### src/rtl/alu_wide_sequencer.sv
// alu_wide_sequencer: issues a 16-bit operation to an 8-bit combinational ALU
// as two byte steps and chains the carry and zero flags between the steps.
// Optional build macro ALUSEQ_B2B_EN: accepts a new START in FIN so a new op
// can begin every 3 cycles instead of every 4.
//
// state | meaning
// IDLE  | waiting for START, ALU driven with idle values
// STEP0 | first byte (low byte, or high byte for LSR)
// STEP1 | second byte, carry/borrow/shift bit from STEP0 fed in as ALU carry-in
// FIN   | DONE pulse, RESULT/C/Z valid
module alu_wide_sequencer (
    input  logic        clk_i,
    input  logic        rst_i,
    input  logic        start_i,
    input  logic [2:0]  op_i,
    input  logic [15:0] opa_i,
    input  logic [15:0] opb_i,
    input  logic        cin_i,
    output logic [7:0]  alu_a_o,
    output logic [7:0]  alu_b_o,
    output logic [3:0]  alu_sel_o,
    output logic        alu_cin_o,
    input  logic [7:0]  alu_result_i,
    input  logic        alu_c_i,
    input  logic        alu_z_i,
    output logic        busy_o,
    output logic        done_o,
    output logic [15:0] result_o,
    output logic        c_o,
    output logic        z_o
);

    localparam logic [3:0] IDLE_SEL = 4'b1111;

    localparam logic [2:0] OP_ADD = 3'b000;
    localparam logic [2:0] OP_SUB = 3'b001;
    localparam logic [2:0] OP_AND = 3'b010;
    localparam logic [2:0] OP_OR  = 3'b011;
    localparam logic [2:0] OP_XOR = 3'b100;
    localparam logic [2:0] OP_LSL = 3'b101;
    localparam logic [2:0] OP_LSR = 3'b110;
    localparam logic [2:0] OP_CMP = 3'b111;

    typedef enum logic [1:0] {
        S_IDLE  = 2'd0,
        S_STEP0 = 2'd1,
        S_STEP1 = 2'd2,
        S_FIN   = 2'd3
    } state_t;

    state_t      state_q, state_d;
    logic [2:0]  op_q, op_d;
    logic [15:0] opa_q, opa_d;
    logic [15:0] opb_q, opb_d;
    logic        cin_q, cin_d;
    logic [7:0]  byte_q, byte_d;
    logic        c0_q, c0_d;
    logic        z0_q, z0_d;
    logic [15:0] result_q, result_d;
    logic        c_q, c_d;
    logic        z_q, z_d;
    logic        accept;
    logic        hi_byte;

    // State and datapath registers with synchronous reset.
    always_ff @(posedge clk_i) begin
        if (rst_i) begin
            state_q  <= S_IDLE;
            op_q     <= 3'b000;
            opa_q    <= 16'h0000;
            opb_q    <= 16'h0000;
            cin_q    <= 1'b0;
            byte_q   <= 8'h00;
            c0_q     <= 1'b0;
            z0_q     <= 1'b0;
            result_q <= 16'h0000;
            c_q      <= 1'b0;
            z_q      <= 1'b0;
        end else begin
            state_q  <= state_d;
            op_q     <= op_d;
            opa_q    <= opa_d;
            opb_q    <= opb_d;
            cin_q    <= cin_d;
            byte_q   <= byte_d;
            c0_q     <= c0_d;
            z0_q     <= z0_d;
            result_q <= result_d;
            c_q      <= c_d;
            z_q      <= z_d;
        end
    end

    // Next-state logic: accept requests, capture per-step ALU response, assemble the word.
    always_comb begin
        state_d  = state_q;
        op_d     = op_q;
        opa_d    = opa_q;
        opb_d    = opb_q;
        cin_d    = cin_q;
        byte_d   = byte_q;
        c0_d     = c0_q;
        z0_d     = z0_q;
        result_d = result_q;
        c_d      = c_q;
        z_d      = z_q;
        accept   = 1'b0;
        case (state_q)
            S_IDLE: begin
                accept = start_i;
            end
            S_STEP0: begin
                byte_d  = alu_result_i;
                c0_d    = alu_c_i;
                z0_d    = alu_z_i;
                state_d = S_STEP1;
            end
            S_STEP1: begin
                c_d = alu_c_i;
                z_d = z0_q & alu_z_i;
                // LSR ran the high byte first, so the held byte is the upper half.
                if (op_q == OP_LSR) begin
                    result_d = {byte_q, alu_result_i};
                end else if (op_q != OP_CMP) begin
                    result_d = {alu_result_i, byte_q};
                end
                state_d = S_FIN;
            end
            S_FIN: begin
                state_d = S_IDLE;
`ifdef ALUSEQ_B2B_EN
                accept = start_i;
`else
                accept = 1'b0;
`endif
            end
            default: state_d = S_IDLE;
        endcase
        if (accept) begin
            op_d    = op_i;
            opa_d   = opa_i;
            opb_d   = opb_i;
            cin_d   = cin_i;
            state_d = S_STEP0;
        end
    end

    // ALU drive: byte select, function select and carry-in for the active step.
    always_comb begin
        alu_a_o   = 8'h00;
        alu_b_o   = 8'h00;
        alu_sel_o = IDLE_SEL;
        alu_cin_o = 1'b0;
        hi_byte   = (state_q == S_STEP1) ^ (op_q == OP_LSR);
        if (state_q == S_STEP0 || state_q == S_STEP1) begin
            alu_a_o = hi_byte ? opa_q[15:8] : opa_q[7:0];
            alu_b_o = hi_byte ? opb_q[15:8] : opb_q[7:0];
            if (state_q == S_STEP0) begin
                alu_cin_o = (op_q == OP_LSL || op_q == OP_LSR) ? cin_q : 1'b0;
            end else begin
                alu_cin_o = c0_q;
            end
            case (op_q)
                OP_ADD:  alu_sel_o = (state_q == S_STEP0) ? 4'b0000 : 4'b0001;
                OP_SUB:  alu_sel_o = (state_q == S_STEP0) ? 4'b0010 : 4'b0011;
                OP_CMP:  alu_sel_o = (state_q == S_STEP0) ? 4'b0100 : 4'b0011;
                OP_AND:  alu_sel_o = 4'b0101;
                OP_OR:   alu_sel_o = 4'b0110;
                OP_XOR:  alu_sel_o = 4'b0111;
                OP_LSL:  alu_sel_o = 4'b1001;
                OP_LSR:  alu_sel_o = 4'b1010;
                default: alu_sel_o = IDLE_SEL;
            endcase
        end
    end

    assign busy_o   = (state_q == S_STEP0) || (state_q == S_STEP1);
    assign done_o   = (state_q == S_FIN);
    assign result_o = result_q;
    assign c_o      = c_q;
    assign z_o      = z_q;

endmodule

### config.mk
export PLATFORM = sky130hd
export DESIGN_NAME = alu_wide_sequencer
export DESIGN_NICKNAME = d
export VERILOG_FILES = /design/src/rtl/alu_wide_sequencer.sv
export SDC_FILE = /design/constraint.sdc
export NUM_CORES = 1
export LEC_CHECK = 0
export CAP_MARGIN = 20
export CORE_ASPECT_RATIO = 1.5
export CORE_UTILIZATION = 41
export DETAILED_ROUTE_END_ITERATION = 10
export HOLD_SLACK_MARGIN = 0.12
export PLACE_DENSITY = 0.72
export SLEW_MARGIN = 30
export SYNTH_ARGS = -nofsm -noshare
export SYNTH_HDL_FRONTEND = slang
export SYNTH_SLANG_ARGS = --single-unit
export TNS_END_PERCENT = 50
### constraint.sdc
create_clock -name clk_i -period 2 [get_ports clk_i]
set_input_delay 0.4 -clock clk_i [delete_from_list [all_inputs] [get_ports clk_i]]
set_output_delay 0.4 -clock clk_i [all_outputs]
set_load 0.02 [all_outputs]
==> impl_table.tex <==
\begin{tabular}{lr}
\hline
Metric & Value \\
\hline
\multicolumn{2}{l}{\textbf{CTS}} \\
Root buffer cell & clkbuf\_16 \\
Number of sinks on the clock net & 66 \\
Number of buffers created by CTS & 9 \\
H-tree depth & 3 \\
Buffer depth of the longest clock path & 2 \\
Clock slew at the register clock pins of the worst setup and hold paths & 0.05 ns \\
TritonCTS clock tree & yes \\
Clock Latency Late Sink & 0.33 ns \\
\multicolumn{2}{l}{\textbf{Setup path}} \\
Maximum fanout encountered on the critical timing path & 5 \\
Crit path DAT & 1.80 ns \\
Setup Crit Path Kind & reg -> out \\
Cell with the biggest individual delay on the critical path & dfxtp\_2 \\
Setup slack on the worst flop-to-flop path & 0.32 ns \\
Slowest cell delay on critical path & 0.33 ns \\
Sort of element at the end of the critical path & output port \\
Critical Path Stages & 8 \\
Startpoint of the most critical setup path & state\_q[0] \\
Number of buffer and inverter instances along the worst setup path & 4 \\
Critical path capture point & alu\_b\_o[6] \\
Startpoint Class & flip-flop \\
Data required, critical path & 1.60 ns \\
Reg-to-Reg Start & state\_q[0] \\
Cell type group with the largest total delay on the critical path & buffers and inverters \\
Reg2reg end & result\_o[8] \\
Worst-path cell chain & inv\_2 -> ha\_4 -> buf\_8 -> clkbuf\_16 -> nand3b\_1 -> a21o\_1 -> nand3\_2 -> buf\_6 \\
Path depth of the worst reg2reg path & 7 \\
\multicolumn{2}{l}{\textbf{Run status}} \\
Run status & finished, violations left \\
Violated checks & setup timing \\
\multicolumn{2}{l}{\textbf{Global routing}} \\
Leftover overflow at the end of global routing & 0 \\
Wire length of the first global-routing pass & 17300 um \\
Antenna violations before repair & 0 \\
Pin count of the biggest net entering global routing & 37 \\
Via count of the first global-routing pass & 3621 \\
Total routing resource utilization after global routing & 0.244 \\
\multicolumn{2}{l}{\textbf{Synthesis}} \\
Gate count of the mapped netlist & 448 \\
Unique cell type count in the Yosys netlist & 32 \\
Synth warnings & 0 \\
Mean cell area of the mapped netlist & 7.95 um\^{}2 \\
Total of flip-flops plus latches after synthesis & 66 \\
Mapped Nets & 503 \\
Cell Area, Synth & 3560 um\^{}2 \\
Fraction of the yosys area taken by sequential cells & 0.371 \\
\multicolumn{2}{l}{\textbf{Timing}} \\
Post-layout worst setup margin & -0.203 ns \\
Final critical path time including I/O delays and setup & 2.20 ns \\
Transition time at the pin with the least slew margin & 0.485 ns \\
Slew Limit Headroom & 0.676 \\
Setup repair after global routing missed its margin & true \\
Setup clock skew after layout & 0.00432 ns \\
Final Hold Vio Count & 0 \\
Maximum clock rate & 454 MHz \\
Final max-slew violation count & 0 \\
Total setup violations reported at the end of the flow & 17 \\
Fin crit share & 1.10 \\
\multicolumn{2}{l}{\textbf{Finish}} \\
Area grow syn2layout & 50.4\% \\
Post-layout net count & 596 \\
Most frequent cells in the layout & nand2\_1 (77), clkdlybuf4s50\_1 (65), dfxtp\_1 (64) \\
Non-filler instance count after layout & 653 \\
Layout cells sized above 1 & 0.212 \\
Most common cell after layout, fill and taps aside & nand2\_1 \\
Number of diodes added for antenna fixing & 0 \\
\multicolumn{2}{l}{\textbf{Place}} \\
Quantity of I/O buffers inserted on ports & 89 \\
Cell Count Post-Placement & 625 \\
Post-detailed-placement half-perimeter wirelength & 6580 um \\
Pre-CTS WS & -0.339 ns \\
GPL Wtd Cong & 0.891 \\
\multicolumn{2}{l}{\textbf{Power and ir drop}} \\
Leak Pwr & 0.00216 uW \\
Power density normalized to cell area & 1180 nW/um\^{}2 \\
VDD IR max & 0.773 mV \\
\multicolumn{2}{l}{\textbf{Route}} \\
Via count & 3727 \\
First drt pass iteration count & 4 \\
Number of remaining DRC errors & 0 \\
Routed Antenna Nets & 0 \\
Final Routed Wirelength & 11000 um \\
Drt initial violations & 223 \\
Via/cell ratio & 5.71 \\
Drt wl/cell & 16.8 um \\
\multicolumn{2}{l}{\textbf{Floorplanning}} \\
Cell row count & 41 \\
Initial Utilization & 0.423 \\
Full die area & 9070 um\^{}2 \\
Area of the core & 8410 um\^{}2 \\
Height of the chip & 116 um \\
DIE WIDTH & 78.1 um \\
Count of pins on the block boundary & 90 \\
\multicolumn{2}{l}{\textbf{Hold path}} \\
Hold crit path type & reg -> reg \\
\multicolumn{2}{l}{\textbf{Job}} \\
Max-capacitance violation count & 0 \\
\hline
\end{tabular}
worst min path at each step:
| stage | slack [ns] | to | from | cells after the start |
|---|---|---|---|---|
| global route | 0.50 | cin_q | cin_q | 2 |
| global placement | 0.44 | cin_q | cin_q | 2 |
| CTS | 0.47 | cin_q | cin_q | 2 |
| finish | 0.46 | cin_q | cin_q | 2 |
| detailed placement | 0.46 | cin_q | cin_q | 2 |
| floorplan | 0.44 | cin_q | cin_q | 2 |
power breakdown:
part           switching, uW  internal [uW]
Combinational           1560           1530
Clock                    549           1010
Sequential               152           1550
Total                   2260           4090
synthesized netlist by cell type (all sizes together):
| library cell | number | area (um^2) |
|---|---|---|
| and2 | 1 | 6.26 |
| a211oi | 16 | 130 |
| nor2b | 1 | 6.26 |
| a21oi | 58 | 290 |
| xor2 | 1 | 8.76 |
| a21o | 32 | 240 |
| mux2i | 11 | 110 |
| o22a | 1 | 8.76 |
| nand4b | 16 | 140 |
| nand3 | 35 | 180 |
| nand4 | 16 | 100 |
| buf | 41 | 239 |
| nand2b | 1 | 6.26 |
| clkbuf | 9 | 33.8 |
| o31ai | 16 | 120 |
| nor2 | 14 | 52.6 |
| ha | 6 | 75.1 |
| a311o | 1 | 10.0 |
| o21ai | 4 | 20.0 |
| inv | 5 | 18.8 |
| nand2 | 79 | 307 |
| o211a | 1 | 10.0 |
| dfxtp | 66 | 1320 |
| nand3b | 17 | 128 |
area by class of cell:
cell class,instances,area [um^2]
sequential,66,1320
timing repair buffer,132,1480
multi-input combinational,327,2100
tap,107,134
inverter,5,18.8
fill,734,3060
clock inverter,1,5.00
clock buffer,15,298
tightest hold or removal path, cell delays in order (launching register included):
cell and delay [ns]:
dfxtp_1 0.30, nand2_1 0.05, a21oi_1 0.06
metal layers:
metal | vias to the layer above | global-route usage | wire, um
li1 | 1789 | - | -
met4 | 0 | 0.130 | 318
met3 | 28 | 0.0453 | 546
met5 | - | 0 | 0
met1 | 1785 | 0.272 | 4360
met2 | 125 | 0.439 | 5730
state kept, by name (all words and copies together), names as in the netlist:
name and count:
z_o 1, z0_q 1, result_o 16, c_o 1, opb_q 16, byte_q 8
c0_q 1, opa_q 16, state_q 2, op_q 3, cin_q 1
through the flow:
step,TNS [ns],power [uW],instance area [um^2],util,hold slack [ns]
2_1_floorplan,-0.0360,3200,3660,-,0.437
3_3_place_gp,-4.88,4060,4730,0.562,0.444
3_5_place_dp,-5.57,4110,4730,0.562,0.459
4_1_cts,-2.71,6190,5270,0.626,0.466
5_1_grt,-3.57,6650,5360,0.637,0.500
6_report,-2.35,6350,5360,0.637,0.461
what timing repair did:
item,CTS,global route
gates resized for setup,125,15
hold buffers,0,0
setup buffers,4,1
cloned,6,2
endpoints found under the setup margin,23,20
pin swaps,7,11
cells by family after synthesis:
| group | share of synthesized area |
|---|---|
| muxes | 0.0309 |
| AOI/OAI and AO/OA | 0.233 |
| buffers and inverters | 0.0818 |
| adders and majority gates | 0.0211 |
| xor gates and xnor gates | 0.00246 |
| DFF | 0.371 |
| and+or+nand+nor | 0.260 |
No activity file was read; power rests on OpenSTA's default activity.
==> variant 1, RTL diff (same flow settings) <==
Re-encode `state_t` (4 states) as one-hot, 4 bits wide.
--- a/src/rtl/alu_wide_sequencer.sv
+++ b/src/rtl/alu_wide_sequencer.sv
@@ -42,9 +42,9 @@
     localparam logic [2:0] OP_CMP = 3'b111;
 
-    typedef enum logic [1:0] {
-        S_IDLE  = 2'd0,
-        S_STEP0 = 2'd1,
-        S_STEP1 = 2'd2,
-        S_FIN   = 2'd3
+    typedef enum logic [3:0] {
+        S_IDLE  = 4'b0001,
+        S_STEP0 = 4'b0010,
+        S_STEP1 = 4'b0100,
+        S_FIN   = 4'b1000
     } state_t;
 
Formal check against the unedited RTL: same outputs for any inputs over 10 cycles, from zero or initial values and one cycle with rst_i high; not proved beyond that.
==> variant 1 against the unedited design <==
The flow still finishes with violations (negative setup slack). Sequential cell count is 2 higher. Cell area is 22% lower. Global-route usage is 5.2 points lower. Area after synthesis is 20% lower. Wire length is 37% lower. Final cell count is 28% lower. Setup slack worse by 0.17 ns. Hold slack worse by 0.0026 ns.
Power is not compared: it rests on default switching activity, and its combinational part moved more than twofold at a synthesized area within 25%.
==> variant 1: results (changes against the unedited design) <==
| Metric | Value |
|---|---|
| Most numerous cell types in the synthesized netlist | 68 x sky130_fd_sc_hd__dfxtp_1, 52 x sky130_fd_sc_hd__a22o_1, 30 x sky130_fd_sc_hd__a21oi_1 |
| Source of the worst register-to-register timing path | op_q[2]$_SDFFE_PP0P_ |
| Fraction of layout cells with a size suffix above 1 | 18.67% (-2.6 points) |
| TritonCTS sink count | 68 (+3.0%) |
| Violated checks | negative setup slack |
| Post-detailed-placement half-perimeter wirelength | 4644 um (-29%) |
| Placer congestion estimate | 0.7765 (-13%) |
| Sequential area share after synthesis | 47.53% (+10 points) |
| Clock-pin slew of the registers on the worst-case setup and hold paths | 0.07 ns (+0.02 ns) |
| Outcome | finished, violations left |
| Vias per Instance | 5.554 (-2.7%) |
| Global-route wire length before repair | 11,250 um (-35%) |
| Met1 Track Usage GR | 23.73% (-3.5 points) |
| Non-clock inverter instance count of the final layout | 4 (-1) |
| Floorplan core area | 0.006805 mm2 (-19%) |
| DP Worst Slack | -0.3937 ns (-0.05500 ns) |
| Worst min-delay path endpoint | z0_q$_SDFFE_PP0N_ |
| Fillcell total | 598 (-19%) |
| Number of multi-input logic gates | 189 (-42%) |
| Data arrival time of the worst path | 1.97 ns (+0.17 ns) |
| Worst hold slack across all endpoints | 0.4584 ns (-0.002565 ns) |
| Slowest cell on the critical path | sky130_fd_sc_hd__or4b_4 |
| R2r worst-path depth | 4 (-3) |
| Total nets after synthesis | 341 (-32%) |
| Post-cts sizing count | 129 (+3.2%) |
| Setup slack of the critical path after layout | -0.3719 ns (-0.1689 ns) |
| Iteration-0 DRC Markers | 183 (-18%) |
| Buffer cell driving the clock tree root | sky130_fd_sc_hd__clkbuf_8 |
| End point of the critical path | alu_b_o[5] |
| Total Routing Usage GR | 19.15% (-5.2 points) |
| Worst path max stage delay | 0.58 ns (+0.25 ns) |
| Setup Viol. Count Final | 21 (+4) |
-- variant 1: metrics by stage --
| step | utilization (%) | cells |
|---|---|---|
| after floorplan | - | 292 |
| after global placement | 57.84 | 452 |
| after detailed placement | 57.84 | 452 |
| after CTS | 61.37 | 469 |
| after global routing | 61.48 | 469 |
| final | 61.48 | 469 |
-- variant 1: cell families (layout without fill, tap and decap cells) --
group | after synthesis | after routing | share of synthesized area [%]
buffers and inverters | 35 | 134 | 5.854
AND/OR/NAND/NOR | 46 | 46 | 8.737
XOR/XNOR | 1 | 1 | 0.3059
multiplexers | 2 | 2 | 1.573
flip-flops | 68 | 68 | 47.53
AO/OA/AOI/OAI | 140 | 140 | 36.00
-- variant 1: worst min-delay path: stages, from the launching register on --
cell and delay (ns):
sky130_fd_sc_hd__dfxtp_1 0.31, sky130_fd_sc_hd__nand2_1 0.05, sky130_fd_sc_hd__a21oi_1 0.05
==> variant 2, RTL diff (same flow settings) <==
Made on the original files. Add a define of `ALUSEQ_B2B_EN`.
--- a/src/rtl/alu_wide_sequencer.sv
+++ b/src/rtl/alu_wide_sequencer.sv
@@ -9,4 +9,6 @@
 // STEP1 | second byte, carry/borrow/shift bit from STEP0 fed in as ALU carry-in
 // FIN   | DONE pulse, RESULT/C/Z valid
+`define ALUSEQ_B2B_EN
+
 module alu_wide_sequencer (
     input  logic        clk_i,
Behaviour: not the same (a bounded check fails within 10 cycles, from zero or initial values and one cycle with rst_i high).
==> variant 2 against the unedited design <==
The flow still finishes with violations (negative setup slack). Clock power is 8% lower. Setup slack gained 0.0092 ns. Total power increased by 27%. First-iteration DRC count fell by 9.9%. Synthesized cell count rose by 0.67%. Sequential cell count stayed put. Wire length is 5.9% lower. Area after synthesis up 3.4%. Register-to-register slack worse by 0.21 ns. Count of clock-buffer cells in the layout shrank 4. Cell area grew 2.7%.
==> variant 2: results (changes against the unedited design) <==
| Metric | Value |
|---|---|
| Post-detailed-placement half-perimeter wirelength | 6315 um (-4.0%) |
| Largest net degree at the start of global routing | 49 (+32%) |
| Inst Count DP | 629 (+0.64%) |
| Total nets after synthesis | 506 (+0.60%) |
| Met2 Usage GRT | 36.91% (-7.0 points) |
| Beginning of the critical path | state_q[1]$_SDFFE_PP0P_ |
| Via count of the first global-routing pass | 3,362 (-7.2%) |
| P_leak | 2.187 nW (+1.4%) |
| Fin Setup TNS | -2.544 ns (-0.1913 ns) |
| Routed wl met2 | 5342 um (-6.8%) |
| Total of clock buffers placed in the layout | 11 (-4) |
| Average detailed-routed wire length per instance | 15.62 um (-6.9%) |
| Met3 track demand over resource | 3.566% (-0.97 points) |
| Placer congestion estimate | 0.7951 (-11%) |
| R2r worst-path depth | 10 (+3) |
| Clock network share of area | 4.959% (-0.69 points) |
| Iteration-0 DRC Markers | 201 (-9.9%) |
| Post-Route M1 WL | 4220 um (-3.2%) |
| Met1 Track Usage GR | 26.61% (-0.61 points) |
| WL final | 10,310 um (-5.9%) |
| Fraction of layout cells with a size suffix above 1 | 25.27% (+4.0 points) |
| Setup Viol. Count Final | 21 (+4) |
| Global-route wire length before repair | 16,170 um (-6.6%) |
| Number of nets in the finished design | 600 (+0.67%) |
| Post-Synth XOR/XNOR Area | 0.2378% (-0.0081 points) |
| Buffers excl. clock | 134 (+1.5%) |
| Portion of netlist area occupied by mux cells | 2.717% (-0.37 points) |
| Vias | 3,707 (-0.54%) |
| Setup slack of the critical path after layout | -0.1938 ns (+0.009193 ns) |
| Largest voltage drop on the vdd net | 0.0009964 V (+29%) |
| End point of the critical path | alu_sel_o[0] |
| Number of distinct standard cells referenced by the synthesized netlist | 33 (+3.1%) |
| Capture instance of the worst register-to-register path | opb_q[9]$_SDFFE_PP0P_ |
| Area of the die | 0.009375 mm2 (+3.3%) |
| Sequential area share after synthesis | 35.87% (-1.2 points) |
| Outcome | finished, violations left |
| Non-clock inverter instance count of the final layout | 6 (+1) |
| Violated checks | negative setup slack |
| Area contributors post-synth | sky130_fd_sc_hd__dfxtp_1 36%, sky130_fd_sc_hd__a21oi_1 8.2%, sky130_fd_sc_hd__nand2_1 7.7% |
| DP Worst Slack | -0.2722 ns (+0.06645 ns) |
| Fraction of the mapped netlist area in compound gates | 25.20% (+1.9 points) |
==> variant 2: power by group <==
part / internal (W) / switching, W / leakage, nW
clock network: 0.000865 / 0.000572 / 0.131
logic: 0.00241 / 0.00234 / 1.51
registers: 0.00165 / 0.000222 / 0.541
==> variant 2: how the worst min path moves through the flow <==
stage	startpoint	end	slack [ns]	cells after the start
floorplan	cin_q$_SDFFE_PP0P_	cin_q$_SDFFE_PP0P_	0.44	2
finish	opb_q[5]$_SDFFE_PP0P_	opb_q[5]$_SDFFE_PP0P_	0.47	2
detailed placement	opb_q[5]$_SDFFE_PP0P_	opb_q[5]$_SDFFE_PP0P_	0.46	2
global placement	opb_q[10]$_SDFFE_PP0P_	opb_q[10]$_SDFFE_PP0P_	0.46	2
global route	cin_q$_SDFFE_PP0P_	cin_q$_SDFFE_PP0P_	0.49	2
CTS	opa_q[0]$_SDFFE_PP0P_	opa_q[0]$_SDFFE_PP0P_	0.47	2
